`src/rtl/imm_extend_pipe.sv`:
```
// imm_extend_pipe
// Extends a raw immediate field to a wider word according to a 2-bit mode.
// The result is registered behind a valid/ready handshake. Storage is one
// main output register plus one skid register, so in_ready comes from a flop
// and does not depend on out_ready.
//
// Ports
//   clk        sole clock, rising edge
//   rst        asynchronous active-high reset
//   in_valid   upstream offers an immediate
//   in_ready   block can accept an immediate this cycle (registered)
//   in_imm     raw immediate, IN_W bits
//   in_mode    00 sign, 01 zero, 10 upper, 11 branch (sign-extend then << 2)
//   out_valid  out_data holds a valid result
//   out_ready  downstream consumes out_data this cycle
//   out_data   extended result, OUT_W bits
//   acc_count  number of accepted inputs, modulo 2^CNT_W
module imm_extend_pipe #(
  parameter int IN_W  = 16,
  parameter int OUT_W = 32,
  parameter int CNT_W = 8
) (
  input  logic             clk,
  input  logic             rst,
  input  logic             in_valid,
  output logic             in_ready,
  input  logic [IN_W-1:0]  in_imm,
  input  logic [1:0]       in_mode,
  output logic             out_valid,
  input  logic             out_ready,
  output logic [OUT_W-1:0] out_data,
  output logic [CNT_W-1:0] acc_count
);

  // Extension rules; branch mode is the sign-extended value times four,
  // truncated to OUT_W bits.
  function automatic logic [OUT_W-1:0] extend_imm(input logic [IN_W-1:0] imm,
                                                  input logic [1:0]      mode);
    logic [OUT_W-1:0] sext;
    sext = {{(OUT_W-IN_W){imm[IN_W-1]}}, imm};
    case (mode)
      2'b00:   extend_imm = sext;
      2'b01:   extend_imm = {{(OUT_W-IN_W){1'b0}}, imm};
      2'b10:   extend_imm = {imm, {(OUT_W-IN_W){1'b0}}};
      2'b11:   extend_imm = {sext[OUT_W-3:0], 2'b00};
      default: extend_imm = sext;
    endcase
  endfunction

  logic [OUT_W-1:0] main_r;
  logic             main_valid_r;
  logic [OUT_W-1:0] skid_r;
  logic             skid_full_r;
  logic             in_ready_r;
  logic [CNT_W-1:0] acc_r;

  logic [OUT_W-1:0] main_nxt_s;
  logic             main_valid_nxt_s;
  logic [OUT_W-1:0] skid_nxt_s;
  logic             skid_full_nxt_s;
  logic [CNT_W-1:0] acc_nxt_s;
  logic [OUT_W-1:0] result_s;
  logic             in_fire_s;
  logic             out_fire_s;

  assign in_fire_s  = in_valid & in_ready_r;
  assign out_fire_s = main_valid_r & out_ready;
  assign result_s   = extend_imm(in_imm, in_mode);

  // Next-state for main/skid storage and the acceptance counter.
  // An input can never arrive while skid is full, because in_ready is low then.
  always_comb begin
    main_nxt_s       = main_r;
    main_valid_nxt_s = main_valid_r;
    skid_nxt_s       = skid_r;
    skid_full_nxt_s  = skid_full_r;
    acc_nxt_s        = acc_r;
    if (out_fire_s) begin
      if (skid_full_r) begin
        main_nxt_s      = skid_r;
        skid_full_nxt_s = 1'b0;
      end else if (in_fire_s) begin
        main_nxt_s       = result_s;
        main_valid_nxt_s = 1'b1;
      end else begin
        main_valid_nxt_s = 1'b0;
      end
    end else if (in_fire_s) begin
      if (main_valid_r) begin
        skid_nxt_s      = result_s;
        skid_full_nxt_s = 1'b1;
      end else begin
        main_nxt_s       = result_s;
        main_valid_nxt_s = 1'b1;
      end
    end else begin
      main_valid_nxt_s = main_valid_r;
    end
    if (in_fire_s) begin
      acc_nxt_s = acc_r + {{(CNT_W-1){1'b0}}, 1'b1};
    end else begin
      acc_nxt_s = acc_r;
    end
  end

  // State registers; in_ready is held low through reset and rises on the
  // first edge afterwards.
  always_ff @(posedge clk or posedge rst) begin
    if (rst) begin
      main_r       <= {OUT_W{1'b0}};
      main_valid_r <= 1'b0;
      skid_r       <= {OUT_W{1'b0}};
      skid_full_r  <= 1'b0;
      in_ready_r   <= 1'b0;
      acc_r        <= {CNT_W{1'b0}};
    end else begin
      main_r       <= main_nxt_s;
      main_valid_r <= main_valid_nxt_s;
      skid_r       <= skid_nxt_s;
      skid_full_r  <= skid_full_nxt_s;
      in_ready_r   <= ~skid_full_nxt_s;
      acc_r        <= acc_nxt_s;
    end
  end

  assign in_ready  = in_ready_r;
  assign out_valid = main_valid_r;
  assign out_data  = main_r;
  assign acc_count = acc_r;

endmodule

```
`config.mk`:
```
export PLATFORM = sky130hd
export DESIGN_NAME = imm_extend_pipe
export DESIGN_NICKNAME = d
export VERILOG_FILES = /design/src/rtl/imm_extend_pipe.sv
export SDC_FILE = /design/constraint.sdc
export NUM_CORES = 1
export LEC_CHECK = 0
export CAP_MARGIN = 30
export CORE_UTILIZATION = 53
export DETAILED_ROUTE_END_ITERATION = 10
export PLACE_DENSITY = 0.78
export SKIP_LAST_GASP = 1
export SLEW_MARGIN = 20
export SYNTH_ARGS = -nofsm -noshare
export SYNTH_HDL_FRONTEND = slang
export SYNTH_SLANG_ARGS = --single-unit
```
`constraint.sdc`:
```
create_clock -name clk -period 2.83 [get_ports clk]
set_input_delay 0.283 -clock clk [delete_from_list [all_inputs] [get_ports clk]]
set_output_delay 0.283 -clock clk [all_outputs]
set_load 0.1 [all_outputs]
```
# ---- After elaboration in Yosys (flattened, before gate mapping)
# Cells that the tools add are included.
# Widths: inputs -> output; s select.
dict set report op_classes {
  n_addsub 1
  eq_ne 5
  n_mux 13
  bitwise 4
  n_reduce_logical 6
}
# cell n
set ops {}
lappend ops {{$mux 32} 5}
lappend ops {{$pmux 32 s4} 1}
lappend ops {{$add 8x1->8 const B} 1}
lappend ops {{$mux 1} 7}
lappend ops {{$reduce_and 3->1} 2}
lappend ops {{$eq 2x2->1 const B} 2}
lappend ops {{$reduce_bool 2->1} 2}
lappend ops {{$and 1x1->1} 2}
lappend ops {{$eq 2x1->1 const B} 1}
lappend ops {{$logic_not 2->1} 1}
lappend ops {{$ne 2x1->1 const B} 1}
lappend ops {{$ne 2x2->1 const B} 1}
lappend ops {{$not 1->1} 2}
lappend ops {{$reduce_and 2->1} 1}
dict set report totals {
  ff_bits 75
  input_bits 22
  output_inout_bits 42
  wordCells 35
}

# ---- Logic depth before layout (Yosys ltp)
# Gate-level depths: netlist of the first run.
dict set report logic_depth {
  ltp_word 5
  mapped_depth 6
}

# ---- Worst setup path before layout of the first run
# OpenSTA, ideal clock, no wires.
dict set report synth_path {
  kind {register to register}
  startpoint {reg main_valid_r, in the netlist out_valid}
  endpoint {reg skid_r[8]}
  t_arrival_ns 1.863
  path_slack_ns 0.833
  path_stages_with_launch 6
  synth_period_minus_slack_ns 1.997
  path_cell_list {dfrtp_1 buf_2 nand4b_1 clkbuf_1 nand2_1 o21ai_0}
}
dict set report synth_between {
  elab_chain_len 3
}
# element line_no
set synth_lines {}
lappend synth_lines {{from (decl)} 51} ;# logic main_valid_r;
lappend synth_lines {{from (signal assigned)} 118} ;# main_valid_r <= main_valid_nxt_s;
lappend synth_lines {{$and 1x1->1} 67} ;# assign out_fire_s = main_valid_r & out_ready;
lappend synth_lines {{$not 1->1 (no line)} --}
lappend synth_lines {{$reduce_and 3->1 (no line) *} --}
lappend synth_lines {{to (signal assigned)} 112} ;# skid_r <= {OUT_W{1'b0}};
lappend synth_lines {{to (signal assigned)} 119} ;# skid_r <= skid_nxt_s;
lappend synth_lines {{to (decl)} 52} ;# logic [OUT_W-1:0] skid_r;
# Every way passes the cells marked *; elsewhere a longest branch is shown, timed or not.
# A chain may end at the register's enable or synchronous reset.

# ---- Final worst setup path of the first run
dict set report layout_path {
  startpoint {reg main_valid_r, in the netlist out_valid}
  endpoint {reg main_r[24], in the netlist out_data[24]}
}
dict set report layout_between {
  elab_chain_len 3
  elab_cells_between_ends 5
  classes_between {1 x eq/ne; 1 x mux; 1 x bitwise; 2 x reduce/logical}
}
# element line_no
set layout_lines {}
lappend layout_lines {{$and 1x1->1} 67}
lappend layout_lines {{$ne 2x1->1 (no line) / $reduce_bool 2->1 (equally long branches)} --}
lappend layout_lines {{$reduce_and 3->1 (no line)} --}
lappend layout_lines {{to (signal assigned)} 110} ;# main_r <= {OUT_W{1'b0}};
lappend layout_lines {{to (signal assigned)} 117} ;# main_r <= main_nxt_s;
lappend layout_lines {{to (decl)} 50} ;# logic [OUT_W-1:0] main_r;
# Several ways; a longest one is shown, not always the timed one.

==> results of run 1 <==
[registers in the layout (all words and copies together), names as in the netlist]
| register | cells |
|---|---|
| acc_count | 8 |
| out_valid | 1 |
| skid_r | 32 |
| skid_full_r | 1 |
| in_ready | 1 |
| out_data | 32 |
[routing by layer]
layer  vias to the layer above  wire [microns]  track usage
met5                         -               0            0
met4                         0             148        0.100
met2                       117            4380        0.406
met1                      1573            4260        0.383
li1                       1554               -            -
met3                        15             562       0.0600
[layout make-up]
| class | instances | area share |
|---|---|---|
| multi-input cells | 288 | 0.376 |
| clock buffers | 14 | 0.0337 |
| well taps | 96 | 0.0265 |
| inverters | 4 | 0.00331 |
| repair buffers | 77 | 0.139 |
| flip-flops and latches | 75 | 0.414 |
| clock inverters | 2 | 0.00773 |
[cells by family after synthesis]
kind of cell,after synthesis,share of synthesized area
multiplexers,17,0.0504
XOR/XNOR,7,0.0161
AO/OA/AOI/OAI,156,0.247
adder cells (fa/ha/maj),1,0.00329
buffers and inverters,45,0.0583
AND/OR/NAND/NOR,107,0.131
flip-flops,75,0.494
[synthesized netlist by cell type (all sizes together), types with 6 or more instances]
| master | instances |
|---|---|
| a211oi | 28 |
| clkbuf | 21 |
| nand2 | 41 |
| nor2 | 30 |
| dfrtp | 75 |
| nand4 | 6 |
| o21ai | 64 |
| a21oi | 30 |
| xnor2 | 7 |
| mux2 | 17 |
| buf | 20 |
| o31ai | 29 |
| nor2b | 14 |
[worst max path at each step]
stage / from / endpoint / slack, ns / cells past startpoint
after global routing: out_valid$_DFFE_PP0P_ / out_data[25]$_DFFE_PP0P_ / 0.89 / 4
after detailed placement: out_ready / out_data[28]$_DFFE_PP0P_ / 0.72 / 5
after floorplan: rst / acc_count[0]$_DFFE_PP0P_ / 0.64 / 1
after CTS: out_valid$_DFFE_PP0P_ / out_data[28]$_DFFE_PP0P_ / 1.06 / 4
after global placement: in_imm[15] / out_data[21]$_DFFE_PP0P_ / 0.78 / 5
final: out_valid$_DFFE_PP0P_ / out_data[24]$_DFFE_PP0P_ / 1.03 / 4
[metrics by stage]
stage / setup WS [ns] / area [sq um] / hold WS, ns / util / std cells
final: 1.03 / 4530 / 0.353 / 0.660 / 556
after global routing: 0.892 / 4530 / 0.414 / 0.660 / 556
after CTS: 1.06 / 4530 / 0.369 / 0.660 / 556
after detailed placement: 0.719 / 4350 / 0.471 / 0.633 / 540
after global placement: 0.782 / 4350 / 0.457 / 0.633 / 540
after floorplan: 0.637 / 3800 / 0.433 / - / 408
==> impl_metrics.yaml, run 1 <==
status:
  outcome: "complete, no violations"
synthesis:
  syn-mean-instance-area_sq_um: 9.32
  ys_warn_count: 0
  synth-async-reset-ratio: 1.00
  netlist_area_sq_um: 3800
  synth.area.top_cells: "dfrtp_1, o21ai_0, o31ai_1"
  yosysTopAreaCell: "dfrtp_1"
  synth_edf_count: 0
  synth_top_area_frac: 0.494
  ys_ff_latch: 75
  syn-num-nets: 431
  ys.flop_type: "dfrtp_1"
  yosys.cell_types.count: 29
  yosysSeqAreaShare: 0.494
  synthCells: 408
setup_path:
  cp-start-kind: "register"
  required_ns: 3.08
  r2r_cells: 4
  crit_buf_inv: 1
  crit_chain: "nor2b_1 > or2_1 > buf_4 > o31ai_1"
  crit_path_end_kind: "register"
  worstPathMaxFanout: 23
  critPathArrivalTime_ns: 2.05
  rr_endpoint: "out_data[24]$_DFFE_PP0P_"
  rrSetupSlack_ns: 1.03
  critical_path_class: "register to register"
  cp_top_family: "simple AND/OR/NAND/NOR gates"
  r2r-start: "out_valid$_DFFE_PP0P_"
  slowest_delay_ns: 0.52
  cp_slowest_cell: "dfrtp_1"
floorplan:
  io_pins: 64
  dieArea_sq_um: 7510
  fp.dieW_microns: 86.7
  num_rows: 30
  core-area_sq_um: 6870
  die_h_microns: 86.7
  start_util: 0.553
timing:
  finalSetupViolCount: 0
  skew_ns: 0.00656
  finalSetupTns_ns: 0
  rsz0062_at_grt: "no"
  worst_slew_margin_rel: 0.441
  fin_crit_ns: 1.80
  clock.fmax_ghz: 0.555
  fin_crit_sh: 0.636
  finalHoldViolations: 0
  slew_viol_final: 0
  tightest_slew_ns: 0.837
grt:
  grt_pass1_vias: 3027
  grt_max_degree: 62
  grt_usage: 0.270
  gr-total-overflow: 0
  antenna_found_initial: 0
  grt_pass1_wl_microns: 15400
layout:
  seq_area_sq_um: 1880
  antenna_cells: 0
  drive_above_1_share: 0.189
  nNetsFinal: 478
  multi_input_area_sq_um: 1700
  fill_cells: 580
  final_cell_mix: "dfrtp_1, o21ai_0, buf_4"
  final_common_cell: "dfrtp_1"
  syn2layout_area_growth_pct: 19.3
placement:
  gp_congestion: 0.784
  dp_hpwl_microns: 6120
  port_buffers: 63
cts:
  h-tree-depth: 3
  cts_hold_buffers: 0
  insertion_delay_ns: 0.35
  cts_tree: "yes"
  cts_buffers: 9
  clockRootBuffer: "clkbuf_8"
  clkTransAtPathRegs_ns: 0.08
  post_cts_buffers: 0
  cts_sinks: 75
  clockBufferDepth: 2
  ctsResizeCount: 0
detailed_routing:
  via_per_inst: 5.86
  dr_total_vias: 3259
  drtPass1Iterations: 4
  route.detailed.drc: 0
  antenna_left: 0
  first_iter_violations: 210
  wl_microns: 9350
  wl_per_cell_microns: 16.8
min_path:
  hold_path.class: "primary input to asynchronous set/reset pin"
job:
  drv_cap: 0
Power of run 1 is left out: the tool's default activity adds up to more than one toggle a clock period on the data nets, which glitch-free logic cannot reach.
==> inputs of run 2 (changes only) <==
clock period = 1.8 ns   (was 2.83 ns; I/O delays follow)
==> run 2 against run 1 <==
Via count grew 2.1%. Critical path depth grew 1. Cell count grew 1.6%. Core utilization grew 4.1 points. Non-clock buffer count grew 9. Sequential cell count is the same. Die area is the same. Sequential share of layout area shrank 2.4 points. Global-route usage grew 1.8 points. First-iteration DRC count grew 25%. Critical endpoint is now out_data[19]$_DFFE_PP0P_.
==> impl_metrics.yaml, run 2 (synthesized netlist as in run 1, its figures left out) <==
layout:
  drive_above_1_share: 0.217
  nNetsFinal: 487
  syn2layout_area_growth_pct: 26.7
  antenna_cells: 0
  final_cell_mix: "dfrtp_1, o21ai_0, buf_4"
  final_common_cell: "dfrtp_1"
grt:
  grt_usage: 0.288
  grt_pass1_wl_microns: 16300
  gr-total-overflow: 0
  grt_max_degree: 62
  antenna_found_initial: 0
  grt_pass1_vias: 3170
timing:
  tightest_slew_ns: 0.410
  finalSetupViolCount: 0
  clock.fmax_ghz: 0.618
  finalSetupTns_ns: 0
  skew_ns: 0.00795
  worst_slew_margin_rel: 0.726
  rsz0062_at_grt: "no"
  slew_viol_final: 0
  fin_crit_ns: 1.62
  fin_crit_sh: 0.900
  finalHoldViolations: 0
setup_path:
  critPathArrivalTime_ns: 1.86
  cp_top_family: "buffers and inverters"
  critical_path_class: "register to register"
  crit_chain: "buf_4 > and3_1 > buf_4 > a211oi_1 > o31ai_1"
  required_ns: 2.04
  crit_buf_inv: 2
  worstPathMaxFanout: 15
  cp_slowest_cell: "dfrtp_2"
  critPathMostFrequentCell: "buf_4"
  cp-start-kind: "register"
  crit_path_end_kind: "register"
  slowest_delay_ns: 0.43
detailed_routing:
  antenna_left: 0
  drtPass1Iterations: 4
  route.detailed.drc: 0
  dr_total_vias: 3329
  wl_per_cell_microns: 17.6
  first_iter_violations: 263
  via_per_inst: 5.89
  wl_microns: 9950
status:
  outcome: "complete, no violations"
floorplan:
  core-area_sq_um: 6870
  dieArea_sq_um: 7510
  io_pins: 64
  fp.dieW_microns: 86.7
  die_h_microns: 86.7
  num_rows: 30
  start_util: 0.553
job:
  drv_cap: 0
cts:
  insertion_delay_ns: 0.36
  clockBufferDepth: 2
  clkTransAtPathRegs_ns: 0.08
  post_cts_buffers: 0
  clockRootBuffer: "clkbuf_8"
  cts_buffers: 9
  h-tree-depth: 3
  cts_tree: "yes"
  ctsResizeCount: 0
  cts_sinks: 75
  cts_hold_buffers: 0
min_path:
  hold_path.class: "primary input to asynchronous set/reset pin"
placement:
  port_buffers: 63
  dp_hpwl_microns: 6410
  gp_congestion: 0.787
==> run 2: changes by cell type in the layout (fill, tap and decap cells not counted) <==
cell	delta
inv_6	+1
dfrtp_2	+2
inv_2	-1
clkinvlp_4	+1
bufinv_16	+4
dfrtp_1	-2
buf_12	+8
clkinv_2	-1
buf_4	+1
clkbuf_1	-4
==> run 2: metrics by stage <==
stage | std cells | util | cell area [sq um] | worst slack, ns | hold slack (ns)
4_1_cts | 565 | 0.701 | 4820 | 0.165 | 0.172
3_5_place_dp | 549 | 0.658 | 4520 | 0.0357 | 0.456
6_report | 565 | 0.701 | 4820 | 0.181 | 0.165
5_1_grt | 565 | 0.701 | 4820 | 0.0888 | 0.183
3_3_place_gp | 549 | 0.658 | 4520 | 0.0429 | 0.452
2_1_floorplan | 408 | - | 3810 | 0.0971 | 0.330
==> run 2: final timing paths <==
path | to | from | slack [ns] | cells after the start
setup / recovery | out_data[19]$_DFFE_PP0P_ | out_valid$_DFFE_PP0P_ | 0.18 | 5
max in group asynchronous | out_data[19]$_DFFE_PP0P_ | rst | 1.09 | 3
hold / removal | acc_count[4]$_DFFE_PP0P_ | rst | 0.17 | 2
hold reg to reg | acc_count[7]$_DFFE_PP0P_ | acc_count[7]$_DFFE_PP0P_ | 0.48 | 1
setup reg to reg | out_data[19]$_DFFE_PP0P_ | out_valid$_DFFE_PP0P_ | 0.18 | 5
min in group clk | acc_count[7]$_DFFE_PP0P_ | acc_count[7]$_DFFE_PP0P_ | 0.48 | 1
==> run 2: worst register-to-register path, delay by kind of cell (launching register included) <==
kind / cells / cell delay, ns
simple gates: 1 / 0.28
flops: 1 / 0.43
buf+inv: 2 / 0.45
compound gates: 2 / 0.37
==> run 2: layout make-up <==
cell class	instances	area, sq um
sequential	75	1880
clock inverter	6	159
tap	96	120
fill	542	2050
timing repair buffer	86	798
multi-input combinational	288	1700
inverter	4	18.8
clock buffer	10	138
==> run 2: routing by layer <==
layer  wire length [microns]  global-route usage  part of all wire
met2                    4810               0.460              0.48
met1                    4250               0.392              0.43
met3                     703              0.0543             0.071
met4                     185               0.108             0.019
met5                       0                   0                 0
Power of run 2 is left out for the same reason.
==> inputs of run 3 (changes only) <==
CORE_UTILIZATION = 63   (was 53)
DONT_BUFFER_PORTS = 1   (was default)
PLACE_DENSITY = 0.77   (was 0.78)
==> run 3 against run 2 <==
Routed wire length is 6.6% lower. Non-clock buffer count is 27 lower. Global-route usage up 3.4 points. Critical path depth down 1. Sequential share of layout area is 4.3 points higher. Core utilization up 6.4 points. Clock-buffer cell count is 4 higher. Critical path type unchanged. Cell area shrank 9.8%. Hold slack got worse by 0.14 ns. Largest cell class unchanged.
==> impl_metrics.yaml, run 3 (synthesized netlist as in run 1, its figures left out) <==
status:
  outcome: "complete, no violations"
cts:
  cts_buffers: 9
  cts_tree: "yes"
  clockRootBuffer: "clkbuf_8"
  clockBufferDepth: 2
  h-tree-depth: 3
  insertion_delay_ns: 0.34
  cts_sinks: 75
  post_cts_buffers: 0
  clkTransAtPathRegs_ns: 0.07
  ctsResizeCount: 0
grt:
  grt_max_degree: 76
  grt_usage: 0.322
  grt_pass1_wl_microns: 15300
  grt_pass1_vias: 3146
  gr-total-overflow: 0
  antenna_found_initial: 0
placement:
  port_buffers: 0
  place_ws_ns: 0.269
  post_dp_cell_area_sq_um: 4130
  gp_congestion: 0.826
  dp_hpwl_microns: 5860
timing:
  rsz0062_at_grt: "no"
  finalHoldViolations: 0
  setup_ws_ns: 0.250
  fin_crit_sh: 0.861
  slew_viol_final: 0
  finalSetupTns_ns: 0
  finalSetupViolCount: 0
  skew_ns: 0.00456
  worst_slew_margin_rel: 0.630
  fin_crit_ns: 1.55
  clock.fmax_ghz: 0.645
  tightest_slew_ns: 0.555
layout:
  multi_input_area_sq_um: 1700
  final_cell_mix: "dfrtp_1, o21ai_0, buf_4"
  seq_area_sq_um: 1880
  nNetsFinal: 460
  final_area_sq_um: 4340
  drive_above_1_share: 0.201
  syn2layout_area_growth_pct: 14.2
  antenna_cells: 0
  final_common_cell: "dfrtp_1"
  fill_cells: 424
setup_path:
  worstPathMaxFanout: 14
  r2r_cells: 4
  slowest_delay_ns: 0.49
  rrSetupSlack_ns: 0.25
  critPathArrivalTime_ns: 1.78
  rr_endpoint: "out_data[20]$_DFFE_PP0P_"
  required_ns: 2.03
  crit_chain: "nor2b_1 > or2_1 > buf_4 > o31ai_1"
  cp_slowest_cell: "dfrtp_2"
  crit_path_end_kind: "register"
  crit_path_start: "out_valid$_DFFE_PP0P_"
  critical_path_class: "register to register"
  r2r-start: "out_valid$_DFFE_PP0P_"
  cp-start-kind: "register"
detailed_routing:
  antenna_left: 0
  drtPass1Iterations: 6
  dr_total_vias: 3193
  via_per_inst: 6.21
  route.detailed.drc: 0
  wl_microns: 9290
  first_iter_violations: 300
  wl_per_cell_microns: 18.1
floorplan:
  dieArea_sq_um: 6350
  num_rows: 27
  start_util: 0.670
  core-area_sq_um: 5680
  die_h_microns: 79.7
  io_pins: 64
  fp.dieW_microns: 79.7
min_path:
  hold_path.class: "primary input to register"
  min_to: "out_valid$_DFFE_PP0P_"
  hp-start: "in_valid"
  hold_depth: 2
job:
  drv_cap: 0
run 3: worst max-delay path by stage:
stage                                          end  slack, ns  cells past startpoint
after CTS                 out_data[20]$_DFFE_PP0P_       0.24                      4
after detailed placement  out_data[20]$_DFFE_PP0P_       0.27                      4
after global routing      out_data[10]$_DFFE_PP0P_       0.16                      4
final                     out_data[20]$_DFFE_PP0P_       0.25                      4
after global placement    out_data[28]$_DFFE_PP0P_       0.36                      4
after floorplan           acc_count[5]$_DFFE_PP0P_        0.1                      3
run 3: worst max-delay path, delay by kind of cell, from the launching register on:
family	cells	cell delay, ns
compound gates	1	0.29
flops	1	0.49
simple gates	2	0.45
buf+inv	1	0.21
run 3: layout make-up:
| cell class | count | share of cell area |
|---|---|---|
| Sequential cell | 75 | 0.433 |
| Timing Repair Buffer | 59 | 0.110 |
| Tap cell | 72 | 0.0207 |
| Inverter | 4 | 0.00432 |
| Clock buffer | 14 | 0.0375 |
| Clock inverter | 2 | 0.00231 |
| Multi-Input combinational cell | 288 | 0.392 |
run 3: metrics by stage:
stage | utilization | hold WS (ns) | std cells
floorplan | - | 0.330 | 408
global placement | 0.728 | 0.194 | 494
detailed placement | 0.728 | 0.194 | 494
CTS | 0.765 | 0.0163 | 514
global route | 0.765 | 0.0244 | 514
finish | 0.765 | 0.0237 | 514
run 3: what timing repair did:
item	in CTS	in global routing
hold buffers	4	0
endpoints found under the setup margin	0	0
hold endpoints to repair	79	0
run 3: layer usage:
metal / vias up / routed length (microns) / global-route usage / share of wire
li1: 1517 / - / - / -
met3: 14 / 654 / 0.0754 / 0.070
met5: - / 0 / 0 / 0
met4: 0 / 161 / 0.145 / 0.017
met1: 1528 / 3960 / 0.422 / 0.43
met2: 134 / 4520 / 0.507 / 0.49
Power of run 3 is left out for the same reason.
